<file path="src/rtl/mem_arbiter_if.sv">
// mem_arbiter_if: pipeline request/response and SRAM port signals of the arbiter
interface mem_arbiter_if #(
  parameter int ADDR_W = 18,
  parameter int DATA_W = 16
);
  logic              if_req;
  logic [15:0]       if_addr;
  logic [DATA_W-1:0] if_rdata;
  logic              if_ready;
  logic              mem_rd;
  logic              mem_wr;
  logic [15:0]       mem_addr;
  logic [DATA_W-1:0] mem_wdata;
  logic [DATA_W-1:0] mem_rdata;
  logic              mem_ready;
  logic              busy;
  logic [ADDR_W-1:0] ram_addr;
  logic [DATA_W-1:0] ram_wdata;
  logic [DATA_W-1:0] ram_rdata;
  logic              ram_drive;
  logic              ram_ce_n;
  logic              ram_oe_n;
  logic              ram_we_n;
  modport slave (
    input  if_req, if_addr, mem_rd, mem_wr, mem_addr, mem_wdata, ram_rdata,
    output if_rdata, if_ready, mem_rdata, mem_ready, busy,
           ram_addr, ram_wdata, ram_drive, ram_ce_n, ram_oe_n, ram_we_n
  );
  modport master (
    output if_req, if_addr, mem_rd, mem_wr, mem_addr, mem_wdata, ram_rdata,
    input  if_rdata, if_ready, mem_rdata, mem_ready, busy,
           ram_addr, ram_wdata, ram_drive, ram_ce_n, ram_oe_n, ram_we_n
  );
endinterface

</file>
<file path="src/rtl/mem_arbiter.sv">
// mem_arbiter: serializes IF fetches and MEM loads/stores onto one SRAM port with wait states
module mem_arbiter #(
  parameter int ADDR_W = 18,
  parameter int DATA_W = 16,
  parameter int WAIT   = 1
) (
  input logic           clk,
  input logic           rst,
  mem_arbiter_if.slave  bus
);
  typedef enum logic [2:0] {IDLE, RD, WR_SETUP, WR_PULSE, RESP} state_t;
  state_t     state, state_n;
  logic [2:0] cnt;
  logic       owner_mem;
  logic       last_mem;
  logic       grant_mem;
  logic       grant_if;
  logic       last_cyc;
  always_comb begin
    grant_mem = (bus.mem_rd || bus.mem_wr) && !(last_mem && bus.if_req);
    grant_if  = bus.if_req && !grant_mem;
    last_cyc  = cnt == 3'(WAIT);
    state_n   = state == IDLE     ? (grant_mem ? (bus.mem_wr ? WR_SETUP : RD) : grant_if ? RD : IDLE) :
                state == WR_SETUP ? WR_PULSE :
                state == RESP     ? IDLE :
                last_cyc          ? RESP : state;
  end
  always_ff @(posedge clk) begin
    if (rst) begin
      state         <= IDLE;
      cnt           <= 3'd0;
      owner_mem     <= 1'b0;
      last_mem      <= 1'b0;
      bus.ram_addr  <= ADDR_W'(0);
      bus.ram_wdata <= DATA_W'(0);
      bus.if_rdata  <= DATA_W'(0);
      bus.mem_rdata <= DATA_W'(0);
      bus.if_ready  <= 1'b0;
      bus.mem_ready <= 1'b0;
      bus.busy      <= 1'b0;
      bus.ram_drive <= 1'b0;
      bus.ram_ce_n  <= 1'b1;
      bus.ram_oe_n  <= 1'b1;
      bus.ram_we_n  <= 1'b1;
    end else begin
      state <= state_n;
      cnt   <= state_n == state ? cnt + 3'd1 : 3'd0;
      if (state == IDLE && (grant_mem || grant_if)) begin
        owner_mem    <= grant_mem;
        last_mem     <= grant_mem;
        bus.ram_addr <= ADDR_W'(grant_mem ? bus.mem_addr : bus.if_addr);
        if (grant_mem && bus.mem_wr) bus.ram_wdata <= bus.mem_wdata;
      end
      if (state == RD && last_cyc && owner_mem) bus.mem_rdata <= bus.ram_rdata;
      if (state == RD && last_cyc && !owner_mem) bus.if_rdata <= bus.ram_rdata;
      bus.if_ready  <= state_n == RESP && !owner_mem;
      bus.mem_ready <= state_n == RESP && owner_mem;
      bus.busy      <= state_n != IDLE;
      bus.ram_drive <= state_n == WR_SETUP || state_n == WR_PULSE;
      bus.ram_ce_n  <= !(state_n == RD || state_n == WR_SETUP || state_n == WR_PULSE);
      bus.ram_oe_n  <= state_n != RD;
      bus.ram_we_n  <= state_n != WR_PULSE;
    end
  end
endmodule
</file>
<file path="src/flat_wrapper.sv">
// flat-port wrapper written by rule: the top's interface ports become plain ports
module mem_arbiter_flat 
#(
  parameter int ADDR_W = 18,
  parameter int DATA_W = 16,
  parameter int WAIT   = 1
)
  (clk, rst, bus_if_req, bus_if_addr, bus_mem_rd, bus_mem_wr, bus_mem_addr, bus_mem_wdata, bus_ram_rdata, bus_if_rdata, bus_if_ready, bus_mem_rdata, bus_mem_ready, bus_busy, bus_ram_addr, bus_ram_wdata, bus_ram_drive, bus_ram_ce_n, bus_ram_oe_n, bus_ram_we_n);
  mem_arbiter_if #(.ADDR_W(ADDR_W), .DATA_W(DATA_W)) bus_i ();
  input logic clk;
  input logic rst;
  input wire logic [$bits(bus_i.if_req)-1:0] bus_if_req;
  input wire logic [$bits(bus_i.if_addr)-1:0] bus_if_addr;
  input wire logic [$bits(bus_i.mem_rd)-1:0] bus_mem_rd;
  input wire logic [$bits(bus_i.mem_wr)-1:0] bus_mem_wr;
  input wire logic [$bits(bus_i.mem_addr)-1:0] bus_mem_addr;
  input wire logic [$bits(bus_i.mem_wdata)-1:0] bus_mem_wdata;
  input wire logic [$bits(bus_i.ram_rdata)-1:0] bus_ram_rdata;
  output wire logic [$bits(bus_i.if_rdata)-1:0] bus_if_rdata;
  output wire logic [$bits(bus_i.if_ready)-1:0] bus_if_ready;
  output wire logic [$bits(bus_i.mem_rdata)-1:0] bus_mem_rdata;
  output wire logic [$bits(bus_i.mem_ready)-1:0] bus_mem_ready;
  output wire logic [$bits(bus_i.busy)-1:0] bus_busy;
  output wire logic [$bits(bus_i.ram_addr)-1:0] bus_ram_addr;
  output wire logic [$bits(bus_i.ram_wdata)-1:0] bus_ram_wdata;
  output wire logic [$bits(bus_i.ram_drive)-1:0] bus_ram_drive;
  output wire logic [$bits(bus_i.ram_ce_n)-1:0] bus_ram_ce_n;
  output wire logic [$bits(bus_i.ram_oe_n)-1:0] bus_ram_oe_n;
  output wire logic [$bits(bus_i.ram_we_n)-1:0] bus_ram_we_n;
  assign bus_i.if_req = bus_if_req;
  assign bus_i.if_addr = bus_if_addr;
  assign bus_i.mem_rd = bus_mem_rd;
  assign bus_i.mem_wr = bus_mem_wr;
  assign bus_i.mem_addr = bus_mem_addr;
  assign bus_i.mem_wdata = bus_mem_wdata;
  assign bus_i.ram_rdata = bus_ram_rdata;
  assign bus_if_rdata = bus_i.if_rdata;
  assign bus_if_ready = bus_i.if_ready;
  assign bus_mem_rdata = bus_i.mem_rdata;
  assign bus_mem_ready = bus_i.mem_ready;
  assign bus_busy = bus_i.busy;
  assign bus_ram_addr = bus_i.ram_addr;
  assign bus_ram_wdata = bus_i.ram_wdata;
  assign bus_ram_drive = bus_i.ram_drive;
  assign bus_ram_ce_n = bus_i.ram_ce_n;
  assign bus_ram_oe_n = bus_i.ram_oe_n;
  assign bus_ram_we_n = bus_i.ram_we_n;
  mem_arbiter #(.ADDR_W(ADDR_W), .DATA_W(DATA_W), .WAIT(WAIT)) u_core (.clk(clk), .rst(rst), .bus(bus_i));
endmodule
</file>
<file path="config.mk">
export PLATFORM = sky130hd
export DESIGN_NAME = mem_arbiter_flat
export DESIGN_NICKNAME = d
export VERILOG_FILES = /design/src/rtl/mem_arbiter_if.sv /design/src/rtl/mem_arbiter.sv /design/src/flat_wrapper.sv
export SDC_FILE = /design/constraint.sdc
export NUM_CORES = 1
export LEC_CHECK = 0
export CORE_ASPECT_RATIO = 0.7
export CORE_UTILIZATION = 37
export CTS_CLUSTER_SIZE = 30
export DETAILED_ROUTE_END_ITERATION = 6
export DONT_BUFFER_PORTS = 1
export MAX_ROUTING_LAYER = met4
export SETUP_SLACK_MARGIN = 0.15
export SLEW_MARGIN = 20
export SYNTH_ARGS = -nofsm -noshare
export SYNTH_HDL_FRONTEND = slang
export SYNTH_SLANG_ARGS = --single-unit
</file>
<file path="constraint.sdc">
create_clock -name clk -period 1.77 [get_ports clk]
set_input_delay 0.354 -clock clk [delete_from_list [all_inputs] [get_ports clk]]
set_output_delay 0.354 -clock clk [all_outputs]
set_load 0.02 [all_outputs]
</file>
# [Word level (Yosys, flattened, before mapping)]
# Index checks and enable logic that the tools add are counted.
[classes] add_sub_neg=1 n_eq_ne=11 n_mux=8 bitwise_logic=1 reduce_logical=23
[ops] cell="16-bit two-way mux" count=1
[ops] cell="3-bit two-way mux" count=5
[ops] cell="1-bit logical AND" count=10
[ops] cell="3-bit by 1-bit == test with 1-bit output, second input constant" count=3
[ops] cell="3-bit by 2-bit == test with 1-bit output, second input constant" count=3
[ops] cell="3-bit == test, second input constant" count=2
[ops] cell="1-bit logical OR" count=5
[ops] cell="1-bit zero test" count=4
[ops] cell="3-bit by 1-bit adder with 3-bit output, second input constant" count=1
[ops] cell="3-bit == test" count=1
[ops] cell="3-bit zero test" count=1
[ops] cell="3-bit by 1-bit inequality test with 1-bit output, second input constant" count=1
[ops] cell="3-bit by 2-bit inequality test with 1-bit output, second input constant" count=1
[ops] cell="3-bit nonzero test" count=1
[ops] cell="2-bit two-way mux" count=1
[ops] cell="2-bit AND reduction" count=1
[ops] cell="2-bit OR reduction" count=1
[ops] cell="1-bit two-way mux" count=1
[ops] cell="1-bit NOT" count=1
[totals] regBits=80 input_bits=69 out_inout_bits=73 word_cells=58

# [Depth between registers and ports, before layout]
# Gate-level depths: netlist of run 1.
[logic_depth] depth_word=12 depth_mapped=9 depth_no_buf=6

# [Least setup slack after synthesis of run 1]
# Ideal clock, no wire load.
[synth_timing] path_type="reg-to-reg" start="register u_core.cnt[1]" end="register u_core.bus.if_rdata[10]" setup_time_ps=138 arrival_time_ps=1318 required_ps=1632 setup_slack_ps=315 path_stages_with_launch=10 path_buffers=3 period_less_slack_ps=1455 cell_sequence="dfxtp_1 inv_1 ha_1 and3b_1 buf_6 and3b_1 buf_6 buf_8 nand2_1 a21oi_2"
[synth_via] elab_chain_cells=3
[synth_lines] item="from (decl)" line="mem_arbiter.sv:13" text="logic [2:0] cnt;"
[synth_lines] item="from (signal assigned)" line="mem_arbiter.sv:47" text="cnt <= state_n == state ? cnt + 3'd1 : 3'd0;"
[synth_lines] item="3-bit by 1-bit == test with 1-bit output" line="mem_arbiter.sv:22" text="last_cyc = cnt == 3'(WAIT);"
[synth_lines] item="1-bit logical AND (2 in a row)" line="mem_arbiter.sv:55" text="if (state == RD && last_cyc && !owner_mem) bus.if_rdata <= bus.ram_rdata;"
[synth_lines] item="to (signal assigned)" line="mem_arbiter.sv:55"
[synth_lines] item="to (decl)" line="mem_arbiter_if.sv:26" text="output if_rdata, if_ready, mem_rdata, mem_ready, busy,"
# Every way passes these cells.
# A chain may end at the register's enable or synchronous reset.

# [Worst setup path in the final report of run 1]
[layout_timing] start="register u_core.cnt[1]" end="register u_core.bus.ram_ce_n"
[layout_via] elab_chain_cells=9 elab_cells_between_ends=11 classes_between="eq/ne: 4; mux: 4; reduce/logical: 3"
[layout_lines] item="3-bit by 1-bit == test with 1-bit output *" line="mem_arbiter.sv:22"
[layout_lines] item="3-bit two-way mux *" line="mem_arbiter.sv:26" text="last_cyc ? RESP : state;"
[layout_lines] item="3-bit two-way mux *" line="mem_arbiter.sv:25" text="state == RESP ? IDLE :"
[layout_lines] item="3-bit two-way mux *" line="mem_arbiter.sv:24" text="state == WR_SETUP ? WR_PULSE :"
[layout_lines] item="3-bit two-way mux *" line="mem_arbiter.sv:23" text="state_n = state == IDLE ? (grant_mem ? (bus.mem_wr ? WR_SETUP : RD) : grant_if ? RD : IDLE) :"
[layout_lines] item="3-bit by 1-bit == test with 1-bit output / 3-bit by 2-bit == test with 1-bit output (equally long branches)" line="mem_arbiter.sv:60" text="bus.ram_ce_n <= !(state_n == RD || state_n == WR_SETUP || state_n == WR_PULSE);"
[layout_lines] item="1-bit logical OR" line="mem_arbiter.sv:60"
[layout_lines] item="1-bit logical OR *" line="mem_arbiter.sv:60"
[layout_lines] item="1-bit zero test *" line="mem_arbiter.sv:60"
[layout_lines] item="to (signal assigned)" line="mem_arbiter.sv:60"
[layout_lines] item="to (decl)" line="mem_arbiter_if.sv:27" text="ram_addr, ram_wdata, ram_drive, ram_ce_n, ram_oe_n, ram_we_n"
# Mark *: on every way between the ends. The rest lies on a longest branch, timed or not.

==> impl_metrics.ini, run 1 <==
[run_status]
status = finished clean

[power_and_ir_drop]
pwr_density_cell_nw_per_um2 = 1310
ir_drop_mv = 0.600
leakagePower_uw = 0.00134

[cells_and_area]
final_cells = 446
drive_gt1_frac = 0.168
diodes = 0
final_nets = 411
area_delta_synth_final_pct = 10.5

[timing]
whs_ns = 0.0798
finalCritPeriodShare = 0.855
rsz0062_at_grt = no
slew_headroom = 0.663
fmax_mhz = 661
setup_viol = 0
fin_crit_ns = 1.51
finalSetupTns_ns = 0
clock_skew_ns = 0.00556
hold_violations = 0
worst_pin_slew_ns = 0.503
drv_slew = 0

[synthesis]
synth_seq_area_share = 0.487
synth_flop_cell = dfxtp_1
synthTopCellsByArea = dfxtp_1, nand2_1, a311oi_2
synthCells = 348
yosysMostFrequentCell = nand2_1
ys_async_sr_fraction = 0
synth.distinct_cells = 44
synth_top_area_frac = 0.488
synth_edf_count = 0
synth.avg_cell_area_um2 = 9.20
ys_seq_elements = 78
ys_warn_count = 0
synth.cell_area_um2 = 3200
synth.largest_area_cell = dfxtp_1
synth_common_cells = nand2_1, dfxtp_1, nor2_1, a21oi_1, mux2i_1

[floorplan]
fp-row-count = 27
die_h_um = 79.8
initial_core_util = 0.395
fp.dieW_um = 113
io_pins = 142
core_region_area_um2 = 8110
die_area_um2 = 9040

[global_routing]
grt_antenna_before_repair = 0
grt_max_degree = 74
gr-usage-all-layers = 0.160
grt_pass1_vias = 2075
grt_pass1_wl_um = 10600
grt-ovfl-total = 0

[worst_setup_path]
critical_path_arrival_ns = 1.71
crit_path_start = u_core.cnt[1]
cp-start-kind = flip-flop
r2r_end = u_core.bus.ram_ce_n
cp.required_ns = 1.97
r2r_cells = 5
end_kind = flip-flop
reg2reg_from = u_core.cnt[1]
reg2reg_slack_ns = 0.26
crit_type = reg2reg
critical_path.max_fanout = 7

[detailed_routing]
postRouteAntennaNets = 0
remaining_drc_errors = 0
drt_iter0_drc = 145
avgViaCountPerCell = 5.28
dr.pass1.iters = 4
wire_per_inst_um = 15.8
vias = 2354
routed_wl_um = 7060

[cts]
cts_setup_buffers = 0
path_clk_slew_ns = 0.06
clkSinkCount = 78
cts_root_buf = clkbuf_16
clock_path_buffers = 2
cts_buffers = 9
cts_tree = built
clk_latency_ns = 0.34
h-tree-depth = 3

[placement]
post-dp-hpwl_um = 4880
port-buffer-count = 0
place.gp.congestion = 0.740
placedCellCount = 430

[job]
cap_violations = 0

[worst_hold_path]
whs_path_depth = 1
min_delay_worst_endpoint = u_core.bus.if_rdata[12]
hp-class = in2reg
hold_start = rst
[state kept, by name, summed over array words and instances (netlist names)]
signal and flops:
u_core.bus.if_rdata 16, u_core.bus.mem_rdata 16, u_core.bus.ram_addr 16, u_core.bus.ram_wdata 16, u_core.cnt 3, u_core.state 3
u_core.bus.busy 1, u_core.bus.if_ready 1, u_core.bus.mem_ready 1, u_core.bus.ram_ce_n 1, u_core.bus.ram_drive 1, u_core.bus.ram_oe_n 1
u_core.bus.ram_we_n 1, u_core.owner_mem 1
[cells by family (layout without fill, tap and decap cells)]
family / count (synthesis) / after routing / synth area share
mux: 17 / 17 / 0.0531
compound gates: 60 / 60 / 0.159
buf+inv: 28 / 24 / 0.0691
flops: 78 / 78 / 0.488
fa+ha+maj: 2 / 2 / 0.00781
xor+xnor: 1 / 1 / 0.00273
other cells: 1 / 2 / 0.00117
simple gates: 161 / 161 / 0.219
[layout by cell type, fill, tap and decap left out, drive strengths merged]
master    netlist  final
buf            19      6
clkinv          0      2
mux2i          17     17
o21ai           3      3
nor2           41     41
clkbuf          6     10
a311oi         16     16
dfxtp          78     78
nor3            1      1
and3            1      1
conb            1      2
o22ai           1      1
nand4b          1      1
o21a            2      2
and3b           2      2
bufinv          0      2
inv             2      3
xnor2           1      1
and2b           2      2
a211oi          1      1
o41ai           1      1
or2b            1      1
nor2b           2      2
nand2          99     99
nor4b           1      1
and2            2      2
nand3b          1      1
nor4            2      2
clkinvlp        0      1
nand4bb         1      1
o2111ai         1      1
nand3           3      3
nand2b          1      1
ha              2      2
a21oi          35     35
[per-stage QoR]
stage | utilization | worst slack, ns | total power, uW | instance area (um2)
finish | 0.437 | 0.258 | 4630 | 3540
global placement | 0.393 | 0.303 | 2640 | 3190
CTS | 0.434 | 0.244 | 4700 | 3520
global route | 0.437 | 0.165 | 4840 | 3540
detailed placement | 0.393 | 0.254 | 2660 | 3190
floorplan | - | 0.315 | 2600 | 3210
[repair_timing]
item / 4_1_cts / 5_1_grt
hold buffers: 0 / 0
endpoints found under the hold margin: 0 / 0
setup endpoints to repair: 0 / 17
resized for setup: 0 / 4
[routing by layer]
metal / up-vias / track usage / share of wire
li1: 1142 / - / -
met1: 1106 / 0.194 / 0.45
met2: 97 / 0.236 / 0.44
met3: 9 / 0.0691 / 0.095
met4: 0 / 0.0592 / 0.016
met5: - / - / 0
[report_power, final]
part           leakage, uW  internal (uW)  switching, uW
clock             0.000159           1280            732
sequential        0.000638           1890            247
combinational     0.000544            217            267
[critical path: stages (launching register included)]
cell and delay, ns:
dfxtp_1 0.33, inv_1 0.05, ha_1 0.18, and3b_2 0.25, a211oi_1 0.43, o21ai_0 0.14
[worst max path at each step]
stage / to / slack [ns] / depth (start not counted)
after global placement: u_core.bus.if_rdata[11] / 0.30 / 5
after floorplan: u_core.bus.if_rdata[10] / 0.31 / 9
after detailed placement: u_core.bus.if_rdata[6] / 0.25 / 5
after global routing: u_core.bus.mem_rdata[4] / 0.16 / 5
after CTS: u_core.bus.if_rdata[6] / 0.24 / 5
final: u_core.bus.ram_ce_n / 0.26 / 5
[area by class of cell]
type,instances,area (um2)
inverters,2,7.51
flip-flops and latches,78,1560
fillers,792,4570
well taps,101,126
clock buffers,10,239
repair buffers,6,70.1
clock inverters,6,93.8
multi-input cells,243,1440
Power figures use the tool's default switching activity.
==> run 2, diff against run 1 <==
--- a/config.mk
+++ b/config.mk
@@ -5,12 +5,16 @@
 export SDC_FILE = /design/constraint.sdc
 export NUM_CORES = 1
 export LEC_CHECK = 0
+export CAP_MARGIN = 40
+export CELL_PAD_IN_SITES_DETAIL_PLACEMENT = 0
+export CELL_PAD_IN_SITES_GLOBAL_PLACEMENT = 1
 export CORE_ASPECT_RATIO = 0.7
 export CORE_UTILIZATION = 37
 export CTS_CLUSTER_SIZE = 30
 export DETAILED_ROUTE_END_ITERATION = 6
 export DONT_BUFFER_PORTS = 1
 export MAX_ROUTING_LAYER = met4
+export PLACE_DENSITY_LB_ADDON = 0.1
 export SETUP_SLACK_MARGIN = 0.15
 export SLEW_MARGIN = 20
 export SYNTH_ARGS = -nofsm -noshare
==> impl_metrics.ini, run 2 (synthesized netlist as in run 1, its figures left out) <==
[floorplan]
initial_core_util = 0.395
die_area_um2 = 9040
core_region_area_um2 = 8110
io_pins = 142
fp.dieW_um = 113
die_h_um = 79.8
fp-row-count = 27

[placement]
post-dp-hpwl_um = 4660
port-buffer-count = 0
place.gp.congestion = 0.702

[cells_and_area]
diodes = 0
final_nets = 411
area_delta_synth_final_pct = 11.3
final_core_util = 0.440
final_cell_mix = nand2_1, dfxtp_1, nor2_1
drive_gt1_frac = 0.172
n_fill_cell = 822
final_common_cell = nand2_1

[detailed_routing]
drt_iter0_drc = 158
remaining_drc_errors = 0
vias = 2283
wire_per_inst_um = 15.7
postRouteAntennaNets = 0
dr.pass1.iters = 4
routed_wl_um = 6970
avgViaCountPerCell = 5.13

[worst_hold_path]
hp-class = in2reg

[global_routing]
grt-ovfl-total = 0
grt_max_degree = 74
gr-usage-all-layers = 0.162
grt_pass1_wl_um = 10800
grt_antenna_before_repair = 0
grt_pass1_vias = 2103

[cts]
cts_buffers = 9
clkSinkCount = 78
cts_setup_buffers = 0
clk_latency_ns = 0.32
h-tree-depth = 3
cts_root_buf = clkbuf_16
clock_path_buffers = 2
cts_tree = built
path_clk_slew_ns = 0.06

[power_and_ir_drop]
ir_drop_mv = 0.478
pwr_density_cell_nw_per_um2 = 1320
leakagePower_uw = 0.00135

[timing]
finalCritPeriodShare = 0.843
finalSetupTns_ns = 0
whs_ns = 0.0892
fmax_mhz = 670
setup_viol = 0
drv_slew = 0
rsz0062_at_grt = yes
fin_crit_ns = 1.49
clock_skew_ns = 0.00750
hold_violations = 0

[worst_setup_path]
crit_type = reg2reg
end_kind = flip-flop
critical_path.max_fanout = 16
cp.required_ns = 2.03
reg2reg_slack_ns = 0.28
cp-start-kind = flip-flop
critical_path_arrival_ns = 1.76

[job]
cap_violations = 0

[run_status]
status = finished clean
-- run 2: changes by cell type in the layout (fill, tap and decap cells not counted) --
cell | before | now
clkbuf_8 | 1 | 0
clkinv_2 | 0 | 1
bufinv_16 | 2 | 3
buf_4 | 4 | 3
clkinv_4 | 2 | 1
a211oi_2 | 0 | 1
a211oi_1 | 1 | 0
buf_12 | 2 | 3
nor2b_1 | 2 | 1
inv_6 | 1 | 0
nor2b_2 | 0 | 1
-- run 2: layout make-up --
type,count,area [um2],area share
flip-flops and latches,78,1560,0.438
multi-input cells,243,1450,0.406
clock inverters,6,111,0.0312
inverters,2,7.51,0.00211
well taps,101,126,0.0355
clock buffers,9,225,0.0632
repair buffers,6,82.6,0.0232
-- run 2: final timing paths --
check | end | start | cells past startpoint
min reg2reg | u_core.cnt[0] | u_core.cnt[0] | 1
min | u_core.bus.if_rdata[7] | rst | 1
max reg2reg | u_core.bus.if_rdata[9] | u_core.cnt[0] | 6
max | u_core.bus.if_rdata[9] | u_core.cnt[0] | 6
-- run 2: through the flow --
| stage | instances | area (um2) | setup WS [ns] | power (uW) |
|---|---|---|---|---|
| floorplan | 349 | 3210 | 0.315 | 2600 |
| detailed placement | 430 | 3200 | 0.221 | 2660 |
| finish | 445 | 3560 | 0.278 | 4690 |
| CTS | 445 | 3540 | 0.210 | 4750 |
| global route | 445 | 3560 | 0.132 | 4920 |
| global placement | 430 | 3200 | 0.272 | 2650 |
-- run 2: power breakdown --
group          internal (uW)  switching (uW)  total, uW
registers               1890             246       2130
clock network           1370             697       2070
logic                    220             269        489
total                   3480            1210       4690
-- run 2: per-layer routing --
layer,vias up,GRT usage,part of all wire
li1,1144,-,-
met1,1036,0.202,0.47
met2,99,0.226,0.42
met3,4,0.0858,0.11
met4,0,0.0434,0.0077
met5,-,-,0
-- run 2: what timing repair did --
action | in CTS | in global routing
setup endpoints to repair | 0 | 24
resized for setup | 0 | 6
hold buffers | 0 | 0
-- run 2: critical path: stages (launching register included) --
cell and delay [ns]:
dfxtp_1 0.36, ha_1 0.17, and3b_2 0.28, and3b_1 0.18, buf_4 0.22, nand2_1 0.10, a21oi_2 0.11
==> run 3, diff against run 2 <==
--- a/config.mk
+++ b/config.mk
@@ -5,6 +5,7 @@
 export SDC_FILE = /design/constraint.sdc
 export NUM_CORES = 1
 export LEC_CHECK = 0
+export ABC_AREA = 1
 export CAP_MARGIN = 40
 export CELL_PAD_IN_SITES_DETAIL_PLACEMENT = 0
 export CELL_PAD_IN_SITES_GLOBAL_PLACEMENT = 1
==> constraint.sdc (replaced) <==
create_clock -name clk -period 1.31 [get_ports clk]
set_input_delay 0.262 -clock clk [delete_from_list [all_inputs] [get_ports clk]]
set_output_delay 0.262 -clock clk [all_outputs]
set_load 0.02 [all_outputs]
==> impl_metrics.ini, run 3 <==
[timing]
rsz0062_at_grt = yes
clock_skew_ns = 0.00695
hold_violations = 0
fin_ws_ns = -0.163
setup_viol = 34
fmax_mhz = 679
drv_slew = 0
finalCritPeriodShare = 1.12
fin_crit_ns = 1.47
finalSetupTns_ns = -3.70

[detailed_routing]
remaining_drc_errors = 0
routed_wl_um = 8880
dr.pass1.iters = 4
wire_per_inst_um = 15.3
drt_iter0_drc = 127
postRouteAntennaNets = 0
vias = 2891
avgViaCountPerCell = 4.98

[floorplan]
fp-row-count = 28
io_pins = 142
die_area_um2 = 9120
fp.dieW_um = 114
initial_core_util = 0.383
die_h_um = 80.2
core_region_area_um2 = 8440

[run_status]
failed_checks = setup timing
status = complete, but fails checks

[cells_and_area]
diodes = 0
n_fill_cell = 796
drive_gt1_frac = 0.373
final_cells = 581
area_delta_synth_final_pct = 44.8
final_nets = 528
final_common_cell = dfxtp_1
final_cell_mix = dfxtp_1, nand2_1, nor2_1
seqCellArea_um2 = 1570
multi_input_area_um2 = 1850

[power_and_ir_drop]
swShare = 0.356
leakagePower_uw = 0.00186
combPwrFrac = 0.303
intPower_uw = 5720
pwr_density_cell_nw_per_um2 = 1900
seq_power_share = 0.390
switchingPower_uw = 3160
ir_drop_mv = 1.19
clockPowerShare = 0.308

[worst_setup_path]
r2r_end = u_core.bus.if_rdata[2]
crit_path_start = u_core.cnt[1]
critical_path.max_fanout = 6
reg2reg_from = u_core.cnt[1]
crit_end = u_core.bus.if_rdata[2]
r2r_cells = 11
cp.required_ns = 1.53
crit_type = reg2reg
critical_path_arrival_ns = 1.70
cp-start-kind = flip-flop
end_kind = flip-flop
reg2reg_slack_ns = -0.16

[synthesis]
synth_top_area_frac = 0.483
synth.avg_cell_area_um2 = 7.51
synth_seq_area_share = 0.483
synth_common_cells = dfxtp_1, nor2_1, a21oi_1, nand2_1, nand3_1
synth.cell_area_um2 = 3230
yosysMostFrequentCell = dfxtp_1
synth.distinct_cells = 28
synthTopCellsByArea = dfxtp_1, a21oi_1, nor2_1
synth_edf_count = 0
ys_seq_elements = 78
synth_flop_cell = dfxtp_1
synthCells = 430
synth.largest_area_cell = dfxtp_1
ys_warn_count = 0
ys_async_sr_fraction = 0

[global_routing]
grt_antenna_before_repair = 0
grt_pass1_vias = 2646
grt_pass1_wl_um = 13200
grt_max_degree = 34
grt-ovfl-total = 0
gr-usage-all-layers = 0.193

[placement]
port-buffer-count = 0
post-dp-hpwl_um = 5280
placedCellCount = 543
place.gp.congestion = 0.760

[worst_hold_path]
hp-class = in2reg

[cts]
cts_buffers = 9
path_clk_slew_ns = 0.06
cts_tree = built
clock_path_buffers = 2
clk_latency_ns = 0.34
clkSinkCount = 78
cts_root_buf = clkbuf_16
h-tree-depth = 3

[job]
cap_violations = 0
==> run 3: through the flow <==
step                hold slack, ns  setup WS (ns)  power (uW)  cell area [um2]  utilization
finish                      0.0445         -0.163        8890             4680        0.554
CTS                         0.0356         -0.112        8370             4190        0.497
global route                0.0369         -0.232        9350             4680        0.554
detailed placement           0.334         -0.140        5070             3560        0.421
floorplan                    0.327         -0.106        4590             3350            -
global placement             0.330         -0.121        5040             3560        0.421
==> run 3: cells by family after synthesis <==
group	Yosys count	share of synthesized area
compound gates	103	0.162
xor+xnor	1	0.00271
fa+ha+maj	2	0.00774
buf+inv	60	0.0926
flops	78	0.483
other cells	1	0.00116
simple gates	185	0.251
==> run 3: cell type report <==
class | count | area share
Clock inverter | 4 | 0.0150
Timing Repair Buffer | 42 | 0.133
Multi-Input combinational cell | 293 | 0.396
Inverter | 32 | 0.0299
Sequential cell | 78 | 0.336
Timing Repair inverter | 1 | 0.00348
Tap cell | 120 | 0.0321
Clock buffer | 11 | 0.0540
==> run 3: how the worst min path moves through the flow <==
stage,start,endpoint,slack (ns),cells past startpoint
floorplan,rst,u_core.state[1],0.33,1
global placement,rst,u_core.state[1],0.33,1
detailed placement,rst,u_core.state[1],0.33,1
CTS,rst,u_core.bus.ram_oe_n,0.04,2
global route,rst,u_core.bus.ram_oe_n,0.04,2
finish,rst,u_core.bus.ram_oe_n,0.04,2
==> run 3: layer usage <==
metal | wire length [um] | vias up | global-route usage
met3 | 736 | 4 | 0.0845
li1 | - | 1458 | -
met1 | 4300 | 1322 | 0.251
met4 | 41 | 0 | 0.0539
met2 | 3810 | 107 | 0.268
met5 | 0 | - | -
==> run 3: power groups by stage <==
stage               clock [uW]  combinational [uW]  sequential [uW]
floorplan                    0                1220             3370
global placement             0                1590             3450
detailed placement           0                1630             3440
CTS                       2790                2150             3430
global route              2900                2950             3510
finish                    2740                2690             3460
==> run 3: critical path: stages (launching register included) <==
cell       delay [ns]
dfxtp_2          0.32
inv_2            0.05
ha_4             0.12
inv_2            0.04
nor2_4           0.10
nand3_4          0.08
nor2_4           0.14
buf_8            0.16
clkbuf_16        0.16
nand3_2          0.05
nand2_1          0.07
nor2_1           0.05
==> run 3: what timing repair did <==
item | 4_1_cts | 5_1_grt
gates resized for setup | 63 | 89
buffers inserted | 10 | 3
cloned | 3 | 6
hold buffers | 1 | 0
hold endpoints to repair | 3 | 0
pin swaps | 14 | 23
setup endpoints to repair | 77 | 78
